===== config.mk =====
export PLATFORM = sky130hd
export DESIGN_NAME = tile_switch
export DESIGN_NICKNAME = d
export VERILOG_FILES = /design/src/rtl/tile_switch.sv
export SDC_FILE = /design/constraint.sdc
export NUM_CORES = 1
export LEC_CHECK = 0
export CAP_MARGIN = 20
export CORE_MARGIN = 4
export CORE_UTILIZATION = 46
export CTS_CLUSTER_DIAMETER = 50
export DETAILED_ROUTE_END_ITERATION = 6
export PLACE_DENSITY = 0.84
export REMOVE_ABC_BUFFERS = 1
export SLEW_MARGIN = 20
export SYNTH_ARGS = -nofsm -noshare
export SYNTH_HDL_FRONTEND = slang
export SYNTH_SLANG_ARGS = --single-unit

===== constraint.sdc =====
create_clock -name clk -period 2.6 [get_ports clk]
set_input_delay 0.26 -clock clk [delete_from_list [all_inputs] [get_ports clk]]
set_output_delay 0.26 -clock clk [all_outputs]
set_load 0.02 [all_outputs]

===== src/rtl/tile_switch.sv =====
// Host-to-tile byte switch: routes host payload bytes onto per-tile buses and
// returns a tile's result byte after a fixed settle time.
module tile_switch #(
  parameter int NUM_TILES = 4,
  parameter int SETTLE    = 2
) (
  input  logic                   clk,
  input  logic                   rst_n,
  input  logic                   in_valid,
  output logic                   in_ready,
  input  logic [7:0]             in_data,
  output logic                   out_valid,
  input  logic                   out_ready,
  output logic [7:0]             out_data,
  output logic [8*NUM_TILES-1:0] tile_data_out,
  input  logic [8*NUM_TILES-1:0] tile_data_in,
  output logic                   busy,
  output logic                   err
);

  typedef enum logic [1:0] {S_HDR, S_PAY, S_WAIT, S_RESP} state_t;

  state_t                 state_q, state_d;
  logic [1:0]             idx_q, idx_d;
  logic [3:0]             cnt_q, cnt_d;
  logic [7:0]             out_data_q, out_data_d;
  logic                   err_q, err_d;
  logic [8*NUM_TILES-1:0] tile_q, tile_d;
  logic                   idx_ok;
  logic [7:0]             rd_byte;

  assign idx_ok = ({30'd0, idx_q} < 32'(NUM_TILES));

  // Out-of-range indices fall through to 8'h00.
  always_comb begin
    rd_byte = 8'h00;
    for (int i = 0; i < NUM_TILES; i++) begin
      if (idx_q == 2'(i)) rd_byte = tile_data_in[8*i +: 8];
    end
  end

  always_comb begin
    state_d    = state_q;
    idx_d      = idx_q;
    cnt_d      = cnt_q;
    out_data_d = out_data_q;
    err_d      = err_q;
    tile_d     = tile_q;
    unique case (state_q)
      S_HDR: begin
        if (in_valid) begin
          idx_d = in_data[1:0];
          if (in_data[7]) begin
            state_d = S_WAIT;
            cnt_d   = 4'(SETTLE - 1);
          end else begin
            state_d = S_PAY;
          end
        end
      end
      S_PAY: begin
        if (in_valid) begin
          for (int i = 0; i < NUM_TILES; i++) begin
            if (idx_q == 2'(i)) tile_d[8*i +: 8] = in_data;
          end
          if (!idx_ok) err_d = 1'b1;
          state_d = S_HDR;
        end
      end
      S_WAIT: begin
        if (cnt_q == 4'd0) begin
          out_data_d = rd_byte;
          if (!idx_ok) err_d = 1'b1;
          state_d = S_RESP;
        end else begin
          cnt_d = cnt_q - 4'd1;
        end
      end
      S_RESP: begin
        if (out_ready) state_d = S_HDR;
      end
      default: state_d = S_HDR;
    endcase
  end

  always_ff @(posedge clk or negedge rst_n) begin
    if (!rst_n) begin
      state_q    <= S_HDR;
      idx_q      <= 2'd0;
      cnt_q      <= 4'd0;
      out_data_q <= 8'h00;
      err_q      <= 1'b0;
      tile_q     <= '0;
    end else begin
      state_q    <= state_d;
      idx_q      <= idx_d;
      cnt_q      <= cnt_d;
      out_data_q <= out_data_d;
      err_q      <= err_d;
      tile_q     <= tile_d;
    end
  end

  assign in_ready      = (state_q == S_HDR) || (state_q == S_PAY);
  assign out_valid     = (state_q == S_RESP);
  assign busy          = (state_q != S_HDR);
  assign out_data      = out_data_q;
  assign err           = err_q;
  assign tile_data_out = tile_q;

endmodule


==> results by group <==
Global routing
  – M2 GR Usage: 30.3%
  – Global-route wire length before repair: 8470 um
  – Overflow after GRT: 0
  – Vias in the first global route: 1,693
  – Largest net degree at the start of global routing: 49
  – Aggregate global-route resource usage: 18.2%
  – Initial antenna violation count: 0
  – Grt met3 use: 6.25%
  – Busiest grt layer: met2
  – Met1 global-route usage: 22.2%

Place
  – Placed insts: 280
  – Port bufs: 86
  – Hpwl dp: 3780 um
  – Routability cong.: 0.709
  – DP Area: 3100 sq um

Worst setup path
  – Arr. time, crit path: 1.75 ns
  – Critical path type: reg2out
  – Reg2Reg Setup Slack: 0.66 ns
  – CP endpoint kind: output port
  – Crit path max-delay cell type: dfrtp_1
  – FF-to-FF path depth: 2
  – Crit-path max FO: 14
  – WP data required: 2.34 ns
  – Max incr delay on CP: 0.62 ns
  – Critical path startpoint category: flip-flop
  – Critical Path, Cell by Cell: nor2_1 > inv_1 > clkdlybuf4s50_1

Yosys
  – Area share of the largest cell type after synthesis: 54.3%
  – Fraction of registers with async set/reset: 100%
  – Post-synth top flop: dfrtp_1
  – Sequential share of the synthesized area: 54.3%
  – Synth area leader: dfrtp_1
  – Average size of a mapped cell: 15.0 sq um
  – Yosys warning count: 0
  – Cell variety after synth: 36
  – Post-synth EDFFs: 0
  – Post-Synthesis Cells: 148
  – Ranking of synthesized cells by area: dfrtp_1 54%, mux2_2 17%, mux4_2 8.1%, mux2_4 5.4%, nor4_4 0.96%
  – Post-synthesis cell area: 2210 sq um
  – #FFs+latches synth: 48

Die
  – Die X: 77.4 um
  – Core Area: 4500 sq um
  – Boundary pin count: 88
  – Height of the die: 77.4 um
  – # rows: 24
  – Starting Density: 49.1%
  – DIE AREA: 5990 sq um

Power
  – Pwr per Cell Area: 1230 nW/um^2
  – Maximum vdd drop: 0.759 mV
  – Clock share of power: 14.3%
  – Internal power: 2.57 mW
  – Leak: 1.37 nW
  – NetSw: 1.42 mW
  – Final Power: 3.99 mW
  – Switching Fraction: 35.6%
  – Power share of the sequential group: 34.9%
  – Combinational power share: 50.8%

CTS
  – CTS tree: done
  – H-tree depth: 2
  – Clock Latency Late Sink: 0.30 ns
  – Clock buffer depth: 2
  – Reg clk slew, reported paths: 0.09 ns
  – Root Driver: clkbuf_8
  – Post-CTS setup buffer count: 0
  – Clk sink count: 48
  – Num CTS Buffers: 5

Drt
  – Routed Antenna Nets: 0
  – DRT iter0 DRCs: 61
  – WL per Instance: 17.5 um
  – Routed wire length: 5050 um
  – Vias per cell: 5.32
  – Drt pass-1 iters: 4
  – DRC: 0
  – Via count: 1,537

STA
  – RSZ-0062 raised after global routing: no
  – Worst rel slew slack: 58.0%
  – Max-slew violations: 0
  – Skew final: 0.00996 ns
  – Final setup violation count: 0
  – Fmax: 498 MHz
  – Final hold violations: 0
  – Worst-margin pin slew: 0.625 ns
  – Minimum clock period: 2.01 ns
  – Setup_tns: 0 ns
  – Fin crit share: 77.2%

Layout
  – Nets: 281
  – Register area: 1200 sq um
  – Fin util: 71.8%
  – Layout area overhead: 46.1%
  – Area of the multi-input gates: 952 sq um
  – Ant diodes: 0
  – Share of post-route cells with drive strength above 1: 28.3%
  – Fin cells: 289
  – Filler cells: 311
  – Post-route cell area: 3230 sq um

Min path
  – Hold Crit Class: in2async

Run status
  – Outcome: completed

Run
  – Maximum capacitance violations: 0
[state kept, by name, indices dropped and copies added, names as in the netlist]
| register | flops |
|---|---|
| tile_data_out | 32 |
| cnt_q | 4 |
| idx_q | 2 |
| state_q | 2 |
| out_data | 8 |
[critical path, delay by kind of cell (launching register included)]
family	cells	cell delay (ns)
buffers and inverters	2	0.67
flip-flops	1	0.62
AND/OR/NAND/NOR	1	0.15
[layout make-up]
class                           count  share of cell area [%]
Inverter                            5                   0.580
Multi-Input combinational cell     88                    29.4
Clock buffer                        6                    2.55
Sequential cell                    48                    37.1
Clock inverter                      2                    1.20
Timing Repair Buffer               88                    27.1
Tap cell                           52                    2.01
[power groups by stage]
| stage | Combinational [mW] | Clock, mW | Sequential (mW) |
|---|---|---|---|
| finish | 2.02 | 0.569 | 1.39 |
| global route | 2.16 | 0.621 | 1.46 |
| CTS | 2.06 | 0.581 | 1.40 |
| detailed placement | 2.05 | 0 | 1.41 |
| global placement | 2.02 | 0 | 1.39 |
| floorplan | 0.731 | 0 | 1.78 |
[Yosys cell counts (all sizes together), types with 2 or more instances]
master,instances
or4,2
a21oi,2
o21ai,4
nor3b,2
buf,5
a21boi,2
dfrtp,48
nand2,6
nor2,3
clkbuf,2
nand2b,2
mux2i,2
mux2,42
inv,5
mux4,8
[worst paths after layout]
| path | from | to |
|---|---|---|
| setup / recovery | state_q[1]$_DFFE_PN0P_ | busy |
| setup reg to reg | idx_q[1]$_DFFE_PN0P_ | tile_data_out[8]$_DFFE_PN0P_ |
| max in group asynchronous | rst_n | out_data[0]$_DFFE_PN0P_ |
| min in group clk | out_data[7]$_DFFE_PN0P_ | out_data[7]$_DFFE_PN0P_ |
| hold reg to reg | out_data[7]$_DFFE_PN0P_ | out_data[7]$_DFFE_PN0P_ |
| hold / removal | rst_n | cnt_q[3]$_DFFE_PN0P_ |
[routing by layer]
| layer | wire, um | vias to the layer above |
|---|---|---|
| li1 | - | 715 |
| met1 | 2020 | 764 |
| met2 | 2610 | 53 |
| met3 | 360 | 5 |
| met4 | 65 | 0 |
| met5 | 0 | - |
[repair_timing]
item,CTS,global route
hold endpoints to repair,0,13
setup endpoints to repair,0,0
resized for setup,0,0
hold buffers,0,1
[cell usage in the layout (no fill, tap or decap), types with 4 or more instances in the layout]
cell             instances
clkdlybuf4s50_1         85
dfrtp_1                 48
mux2_2                  34
mux4_2                   8
mux2_4                   8
clkbuf_8                 6
nand2_1                  5
inv_1                    4
o21ai_0                  4
[kinds of logic after synthesis]
kind of cell | after synthesis | share of synthesized area [%]
flops | 48 | 54.3
mux | 52 | 31.8
compound gates | 11 | 3.05
fa+ha+maj | 1 | 0.565
other cells | 1 | 0.169
buf+inv | 12 | 2.71
simple gates | 23 | 7.46
[per-stage QoR]
step | setup WS, ns | hold WS [ns]
2_1_floorplan | 0.657 | -0.0356
3_5_place_dp | 0.415 | 0.492
5_1_grt | 0.506 | 0.524
3_3_place_gp | 0.449 | 0.486
4_1_cts | 0.597 | 0.177
6_report | 0.592 | 0.506
No activity file was read; power rests on OpenSTA's default activity.
